## src/rtl/bubble_pkg.sv

```systemverilog
// rtl/bubble_pkg.sv - shared types and constants for the bubble sort controller and register file
package bubble_pkg;

  typedef enum logic [2:0] {
    S_IDLE,
    S_RD_A,
    S_RD_B,
    S_CMP,
    S_WR_A,
    S_WR_B,
    S_DONE
  } sort_state_t;

  localparam logic RF_READ   = 1'b0;
  localparam logic RF_WRITE  = 1'b1;
  localparam int   RF_DEPTH  = 32;
  localparam int   RF_ADDR_W = 5;

endpackage

```

## src/rtl/bubble_sort_ctrl.sv

```systemverilog
// rtl/bubble_sort_ctrl.sv - in-place ascending bubble sort master on the register file access port
module bubble_sort_ctrl
  import bubble_pkg::*;
#(
  parameter int DEPTH  = RF_DEPTH,
  parameter int DATA_W = 32,
  parameter int ADDR_W = RF_ADDR_W
) (
  input  logic              clk,
  input  logic              rst,
  input  logic              start,
  output logic              busy,
  output logic              done,
  output logic [15:0]       swaps,
  output logic [ADDR_W-1:0] rf_addr,
  output logic              rf_mode,
  output logic              rf_we,
  output logic [DATA_W-1:0] rf_wdata,
  input  logic [DATA_W-1:0] rf_rdata
);

  localparam logic [ADDR_W:0] LIMIT_INIT = (ADDR_W+1)'(DEPTH);
  localparam logic [ADDR_W:0] LIMIT_MIN  = (ADDR_W+1)'(2);

  sort_state_t       state_q, state_d;
  logic [ADDR_W-1:0] idx_q, idx_d;
  logic [ADDR_W:0]   limit_q, limit_d;
  logic              swapped_q, swapped_d;
  logic [DATA_W-1:0] a_q, a_d, b_q, b_d;
  logic [15:0]       swaps_q, swaps_d;
  logic              busy_q, busy_d;
  logic              done_q, done_d;

  logic [ADDR_W-1:0] idx_next;
  logic [ADDR_W:0]   idx_plus2;
  logic              advance;
  logic              pass_swapped;

  assign idx_next  = idx_q + ADDR_W'(1);
  assign idx_plus2 = {1'b0, idx_q} + (ADDR_W+1)'(2);

  always_comb begin
    state_d      = state_q;
    idx_d        = idx_q;
    limit_d      = limit_q;
    swapped_d    = swapped_q;
    a_d          = a_q;
    b_d          = b_q;
    swaps_d      = swaps_q;
    busy_d       = busy_q;
    done_d       = 1'b0;
    advance      = 1'b0;
    pass_swapped = swapped_q;
    rf_addr      = '0;
    rf_mode      = RF_READ;
    rf_we        = 1'b0;
    rf_wdata     = '0;

    case (state_q)
      S_IDLE: begin
        if (start) begin
          state_d   = S_RD_A;
          idx_d     = '0;
          limit_d   = LIMIT_INIT;
          swapped_d = 1'b0;
          swaps_d   = '0;
          busy_d    = 1'b1;
        end
      end
      S_RD_A: begin
        rf_addr = idx_q;
        state_d = S_RD_B;
      end
      S_RD_B: begin
        rf_addr = idx_next;
        a_d     = rf_rdata;
        state_d = S_CMP;
      end
      S_CMP: begin
        b_d = rf_rdata;
        // strict compare keeps equal keys in place, which makes the sort stable
        if (rf_rdata < a_q) state_d = S_WR_A;
        else                advance = 1'b1;
      end
      S_WR_A: begin
        rf_addr  = idx_q;
        rf_mode  = RF_WRITE;
        rf_we    = 1'b1;
        rf_wdata = b_q;
        state_d  = S_WR_B;
      end
      S_WR_B: begin
        rf_addr      = idx_next;
        rf_mode      = RF_WRITE;
        rf_we        = 1'b1;
        rf_wdata     = a_q;
        swapped_d    = 1'b1;
        pass_swapped = 1'b1;
        if (swaps_q != 16'hFFFF) swaps_d = swaps_q + 16'd1;
        advance      = 1'b1;
      end
      S_DONE: begin
        busy_d  = 1'b0;
        state_d = S_IDLE;
      end
      default: state_d = S_IDLE;
    endcase

    if (advance) begin
      if (idx_plus2 < limit_q) begin
        idx_d   = idx_next;
        state_d = S_RD_A;
      end else if (!pass_swapped || limit_q == LIMIT_MIN) begin
        done_d  = 1'b1;
        state_d = S_DONE;
      end else begin
        // last slot of this pass now holds its final value; shrink the window
        limit_d   = limit_q - (ADDR_W+1)'(1);
        idx_d     = '0;
        swapped_d = 1'b0;
        state_d   = S_RD_A;
      end
    end
  end

  always_ff @(posedge clk or negedge rst) begin
    if (!rst) begin
      state_q   <= S_IDLE;
      idx_q     <= '0;
      limit_q   <= '0;
      swapped_q <= 1'b0;
      a_q       <= '0;
      b_q       <= '0;
      swaps_q   <= '0;
      busy_q    <= 1'b0;
      done_q    <= 1'b0;
    end else begin
      state_q   <= state_d;
      idx_q     <= idx_d;
      limit_q   <= limit_d;
      swapped_q <= swapped_d;
      a_q       <= a_d;
      b_q       <= b_d;
      swaps_q   <= swaps_d;
      busy_q    <= busy_d;
      done_q    <= done_d;
    end
  end

  assign busy  = busy_q;
  assign done  = done_q;
  assign swaps = swaps_q;

endmodule

```

## config.mk

```make
export PLATFORM = sky130hd
export DESIGN_NAME = bubble_sort_ctrl
export DESIGN_NICKNAME = d
export VERILOG_FILES = /design/src/rtl/bubble_pkg.sv /design/src/rtl/bubble_sort_ctrl.sv
export SDC_FILE = /design/constraint.sdc
export NUM_CORES = 1
export LEC_CHECK = 0
export CORE_MARGIN = 1
export CORE_UTILIZATION = 40
export CTS_CLUSTER_DIAMETER = 80
export CTS_CLUSTER_SIZE = 20
export DETAILED_ROUTE_END_ITERATION = 8
export GPL_TIMING_DRIVEN = 0
export PLACE_DENSITY = 0.74
export SLEW_MARGIN = 20
export SYNTH_ARGS = -nofsm -noshare
export SYNTH_HDL_FRONTEND = slang
export SYNTH_SLANG_ARGS = --single-unit
```

## constraint.sdc

```tcl
create_clock -name clk -period 2.55 [get_ports clk]
set_clock_uncertainty 0.1 [all_clocks]
set_input_delay 0.51 -clock clk [delete_from_list [all_inputs] [get_ports clk]]
set_output_delay 0.51 -clock clk [all_outputs]
set_load 0.01 [all_outputs]
```

==> impl_metrics.json, run 1 <==
{
  "outcome": "finished, violations left",
  "violations": "negative setup slack",
  "cp-start-kind": "flip-flop",
  "worstSetupPathType": "flip-flop to flip-flop",
  "synth-async-reset-ratio_pct": 100,
  "clk_pin_slew_ns": 0.07,
  "cts_buffers": 9,
  "finalHoldViolations": 0,
  "start_util_pct": 41.1,
  "num_rows": 43,
  "globalplace.congestion": 0.819,
  "grt_pass1_wl_mm": 24.7,
  "drive_above_1_share_pct": 22.2,
  "wire_per_inst_um": 17.3,
  "yosysWarnings": 0,
  "drtIter0Drc": 373,
  "ys_top_cells_by_count": "dfrtp_1, nor2_1, nand2_1",
  "leakage_nw": 3.69,
  "yosysTopAreaCellShare_pct": 42.4,
  "nNetsFinal": 807,
  "gr-total-overflow": 0,
  "grt_max_degree": 72,
  "viasPerCell": 5.50,
  "setup_slack_ns": -0.211,
  "root_buffer": "clkbuf_16",
  "relSlewSlack_pct": 54.5,
  "fin_tns_setup_ns": -1.08,
  "synth-seq-area-share_pct": 42.4,
  "ys_seq_elements": 97,
  "clk_latency_ns": 0.36,
  "crit_buf_inv": 0,
  "cp.arrival_ns": 2.90,
  "period_minus_slack_ns": 2.76,
  "cts_sinks": 97,
  "drv_slew": 0,
  "ir_worst_vdd_uv": 589,
  "clk_path_buf_depth": 2,
  "path_max_fanout": 6,
  "area_delta_synth_final_pct": 37.9,
  "die_width_um": 122,
  "synth_cell_type_count": 53,
  "power_density_nw_per_um2": 1000,
  "die-area_um2": 14800,
  "wl_mm": 15.8,
  "route.detailed.drc": 0,
  "cp_cell_sequence": "ha_4 -> xor2_2 -> ha_4 -> o21a_1 -> nor2_2 -> o31a_4 -> a2111oi_4 -> a211oi_4 -> o21a_1 -> mux2_4",
  "fin_util_pct": 56.7,
  "synthTopCellsByArea": "dfrtp_1, ha_1, mux2_2",
  "yosysMostFrequentCell": "dfrtp_1",
  "setup.worst_path.end_class": "flip-flop",
  "cts_tree": "done",
  "n_antenna_cell": 0,
  "cts-htree-levels": 3,
  "stdcell_area_um2": 7900,
  "synth.largest_area_cell": "dfrtp_1",
  "cp_top_family": "compound AO/OA/AOI/OAI gates",
  "cp_slowest_cell": "dfrtp_2",
  "port_buffers": 91,
  "grt_pass1_vias": 5001,
  "synth.avg_cell_area_um2": 9.45,
  "setup_violations": 14,
  "cap_violations": 0,
  "worst_pin_slew_ns": 0.683,
  "fmax_mhz": 362,
  "num_vias": 5035,
  "hp-class": "input pin to flip-flop",
  "antenna_found_initial": 0,
  "min_period_over_period_pct": 108,
  "synth_fp_nets": 682,
  "place_area_um2": 6920,
  "syn_area_um2": 5730,
  "holdWs_ns": 0.336,
  "drtPass1Iterations": 5,
  "rsz0062_at_grt": "true",
  "worstPathRequired_ns": 2.69,
  "dp_hpwl_mm": 10.7,
  "io_pins": 92,
  "antenna_left": 0,
  "slowest_delay_ns": 0.44,
  "track_usage_pct": 21.5,
  "synth-edff-count": 0,
  "die_y_um": 122,
  "core_um2": 13900,
  "postSynthCellCount": 606,
  "ys.flop_type": "dfrtp_1"
}
-- placed cells by master, fill, tap and decap left out, types with 5 or more instances in the layout --
master,netlist,final
clkbuf_1,16,6
nand2_1,68,65
nand3_1,9,8
a21oi_2,1,6
a21oi_1,19,13
mux2i_1,38,37
nor2_1,75,70
a21o_1,6,6
inv_1,49,44
dlymetal6s2s_1,0,13
nand4_1,11,11
o21ai_0,46,40
dfrtp_2,0,5
clkbuf_16,0,9
clkdlybuf4s50_1,0,29
buf_4,1,24
dlygate4sd2_1,0,38
mux2_2,35,32
buf_1,10,6
ha_1,41,25
clkdlybuf4s15_1,0,5
ha_4,0,14
dfrtp_1,97,92
xnor2_1,14,14
clkbuf_8,0,5
o21ai_1,0,5
-- report_power, final --
group          internal [mW]  switching (mW)
Combinational           1.86            2.09
Sequential              2.12           0.343
Clock                  0.892           0.627
-- worst min-delay path, cell delays in order --
cell	delay, ns
dlymetal6s2s_1	0.13
nand2_1	0.06
o21ai_0	0.06
-- worst paths after layout --
check,startpoint,endpoint,slack (ns),cells after the start
hold / removal,rf_rdata[4],a_q[4],0.34,3
hold reg to reg,b_q[23],b_q[23],0.40,1
setup reg to reg,idx_q[2],limit_q[0],-0.21,10
min in group asynchronous,rst,idx_q[0],0.49,2
max in group asynchronous,rst,a_q[5],1.23,3
setup / recovery,idx_q[2],limit_q[0],-0.21,10
-- kinds of logic (layout without fill, tap and decap cells) --
logic type      after synthesis  after routing  share of synthesized area, %
xor+xnor                     19             19                          2.91
buf+inv                      78            207                          5.22
compound gates              104            104                          11.8
mux                          73             73                          13.5
flops                        97             97                          42.4
fa+ha+maj                    41             41                          8.96
simple gates                194            194                          15.2
-- metrics by stage --
step / total power [mW] / instances / setup WS [ns]
5_1_grt: 8.41 / 915 / -0.271
6_report: 7.93 / 915 / -0.211
2_1_floorplan: 4.61 / 606 / -0.0293
4_1_cts: 7.62 / 903 / -0.161
3_3_place_gp: 5.48 / 877 / -2.72
3_5_place_dp: 5.64 / 878 / -0.923
-- per-layer routing --
layer,track usage [%],vias up,wire (um)
li1,-,2325,-
met1,26.3,2491,6620
met2,36.9,194,7950
met3,5.52,25,944
met4,6.87,0,283
met5,0,-,0
-- area by class of cell --
| type | instances | area [um2] |
|---|---|---|
| Timing Repair Buffer | 116 | 1090 |
| Clock buffer | 10 | 239 |
| Sequential cell | 97 | 2430 |
| Multi-Input combinational cell | 431 | 3420 |
| Buffer | 27 | 214 |
| Clock inverter | 5 | 87.6 |
| Tap cell | 180 | 225 |
| Fill cell | 1145 | 6040 |
| Inverter | 49 | 186 |
-- sequential cells by signal, summed over array words and instances, names as in the netlist --
name,flops
swapped_q,1
done,1
state_q,3
b_q,32
idx_q,5
limit_q,6
swaps,16
a_q,32
busy,1
-- repair_timing --
action	in CTS	in global routing
gates resized for setup	145	56
pin swaps	38	16
setup buffers	11	12
hold endpoints to repair	26	0
hold buffers	1	0
setup endpoints to repair	58	33
No activity file was read; power rests on OpenSTA's default activity.
==> inputs of run 2 (changes only) <==
--- a/config.mk
+++ b/config.mk
@@ -5,13 +5,15 @@
 export SDC_FILE = /design/constraint.sdc
 export NUM_CORES = 1
 export LEC_CHECK = 0
+export CELL_PAD_IN_SITES_DETAIL_PLACEMENT = 0
+export CELL_PAD_IN_SITES_GLOBAL_PLACEMENT = 1
 export CORE_MARGIN = 1
 export CORE_UTILIZATION = 40
 export CTS_CLUSTER_DIAMETER = 80
 export CTS_CLUSTER_SIZE = 20
 export DETAILED_ROUTE_END_ITERATION = 8
 export GPL_TIMING_DRIVEN = 0
-export PLACE_DENSITY = 0.74
+export PLACE_DENSITY = 0.87
 export SLEW_MARGIN = 20
 export SYNTH_ARGS = -nofsm -noshare
 export SYNTH_HDL_FRONTEND = slang
==> constraint.sdc (replaced) <==
create_clock -name clk -period 2.7 [get_ports clk]
set_clock_uncertainty 0.1 [all_clocks]
set_input_delay 0.54 -clock clk [delete_from_list [all_inputs] [get_ports clk]]
set_output_delay 0.54 -clock clk [all_outputs]
set_load 0.01 [all_outputs]
==> run 2 against run 1 <==
  * Die area is the same
  * Via count decreased by 2.8%
  * The run now ends clean
  * Total power is 9.7% lower
  * Critical endpoint unchanged
  * Critical path type unchanged
==> impl_metrics.json, run 2 (synthesis gave the netlist of run 1 again) <==
{
  "io_pins": 92,
  "crit_buf_inv": 2,
  "setup_violations": 0,
  "reg2reg_from": "a_q[31]",
  "final_cell_mix": "dfrtp_1, nor2_1, nand2_1",
  "globalplace.congestion": 0.786,
  "multi_input_area_um2": 3370,
  "num_vias": 4892,
  "top_layer": "met4",
  "wl_met2_mm": 7.67,
  "worstPathRequired_ns": 2.84,
  "instances_no_fill": 913,
  "power_density_nw_per_um2": 923,
  "drtPass1Iterations": 4,
  "grt_max_degree": 78,
  "nFillCells": 1221,
  "drive_above_1_share_pct": 20.2,
  "setup.worst_path.start": "a_q[31]",
  "wl_met1_mm": 6.71,
  "rsz0062_at_grt": "true",
  "stdcell_area_um2": 7760,
  "min_period_over_period_pct": 99.9,
  "root_buffer": "clkbuf_16",
  "cap_violations": 0,
  "die-area_um2": 14800,
  "cts_sinks": 97,
  "antenna_found_initial": 0,
  "cp_cell_sequence": "inv_2 -> ha_4 -> nand4_1 -> nor2_2 -> a221oi_4 -> buf_4 -> a2111oi_4 -> a211oi_4 -> o21a_1 -> mux2_4",
  "core_um2": 13900,
  "cp-start-kind": "flip-flop",
  "place_area_um2": 6910,
  "worstHoldStart": "rf_rdata[26]",
  "track_usage_pct": 21.6,
  "route.detailed.drc": 0,
  "clk_latency_ns": 0.35,
  "hp-class": "input pin to flip-flop",
  "start_util_pct": 41.1,
  "gr-total-overflow": 0,
  "cp_slowest_cell": "a2111oi_4",
  "drv_slew": 0,
  "viasPerCell": 5.36,
  "r2r_slack_ns": 0.004,
  "cts_buffers": 9,
  "finalHoldViolations": 0,
  "period_minus_slack_ns": 2.70,
  "relSlewSlack_pct": 55.9,
  "cp_top_family": "compound AO/OA/AOI/OAI gates",
  "path_max_fanout": 6,
  "pre_cts_ws_ns": -0.965,
  "final_common_cell": "dfrtp_1",
  "wire_per_inst_um": 16.8,
  "power_mw": 7.16,
  "fmax_mhz": 371,
  "port_buffers": 91,
  "wl_met3_um": 728,
  "worst_pin_slew_ns": 0.662,
  "cts-htree-levels": 3,
  "area_delta_synth_final_pct": 35.5,
  "cts_tree": "done",
  "clk_path_buf_depth": 2,
  "grt_pass1_wl_mm": 24.7,
  "dp_hpwl_mm": 10.5,
  "outcome": "finished, final reports clean",
  "wl_mm": 15.3,
  "grt_pass1_vias": 4914,
  "post-place-cells": 878,
  "nNetsFinal": 804,
  "setup_slack_ns": 0.00392,
  "antenna_left": 0,
  "clk_pin_slew_ns": 0.07,
  "setup.worst_path.end_class": "flip-flop",
  "ir_worst_vdd_uv": 519,
  "drtIter0Drc": 267,
  "num_rows": 43,
  "worstSetupPathType": "flip-flop to flip-flop",
  "fin_util_pct": 55.7,
  "die_width_um": 122,
  "die_y_um": 122,
  "cp.arrival_ns": 2.83,
  "leakage_nw": 3.50,
  "slowest_delay_ns": 0.40,
  "seq_area_um2": 2430,
  "n_antenna_cell": 0
}
==> run 2: cell count changes in the layout (fill, tap and decap cells not counted), moves of 3 or more <==
cell,previous run,this run
a21oi_2,6,3
buf_4,24,20
clkdlybuf4s50_1,29,48
dlygate4sd2_1,38,24
buf_6,4,7
a21oi_1,13,16
o21ai_0,40,43
dlymetal6s2s_1,13,6
==> run 2: cell type report <==
type / instances / area share [%]
multi-input cells: 431 / 43.5
flip-flops and latches: 97 / 31.3
repair buffers: 113 / 13.9
clock buffers: 13 / 3.48
well taps: 180 / 2.90
inverters: 49 / 2.37
plain buffers: 27 / 2.27
clock inverters: 3 / 0.290
==> run 2: worst paths after layout <==
kind / to / cells after the start
worst max-delay path: limit_q[0] / 10
worst min-delay path: a_q[26] / 3
worst max register to register: limit_q[0] / 10
worst min register to register: b_q[22] / 1
max in group asynchronous: state_q[0] / 3
min in group asynchronous: idx_q[0] / 2
==> run 2: layer usage <==
layer	track usage (%)	up-vias
met3	5.66	18
li1	-	2330
met1	26.8	2422
met5	0	-
met2	36.6	122
met4	6.64	0
==> run 2: where the power goes <==
part           switching [mW]  internal, mW
clock network           0.585         0.706
registers               0.323          2.00
logic                    1.90          1.65
total                    2.81          4.36
==> run 2: timing repair <==
action	in CTS	in global routing
setup buffers	12	8
endpoints found under the hold margin	20	0
hold buffers	1	0
resized for setup	110	53
pin swaps	36	22
setup endpoints to repair	53	42
==> run 2: per-stage QoR <==
| step | setup TNS [ns] | hold WS, ns |
|---|---|---|
| 5_1_grt | -0.522 | 0.356 |
| 4_1_cts | 0 | 0.408 |
| 6_report | 0 | 0.345 |
| 2_1_floorplan | 0 | 0.144 |
| 3_3_place_gp | -289.99 | 0.386 |
| 3_5_place_dp | -21.76 | 0.308 |
==> run 2: worst reg2reg max path, delay by kind of cell (launching register included) <==
kind / cells / cell delay [ns]
adders and majority gates: 1 / 0.28
buffers and inverters: 2 / 0.24
and+or+nand+nor: 2 / 0.50
AOI/OAI and AO/OA: 4 / 0.82
DFF: 1 / 0.39
muxes: 1 / 0.25
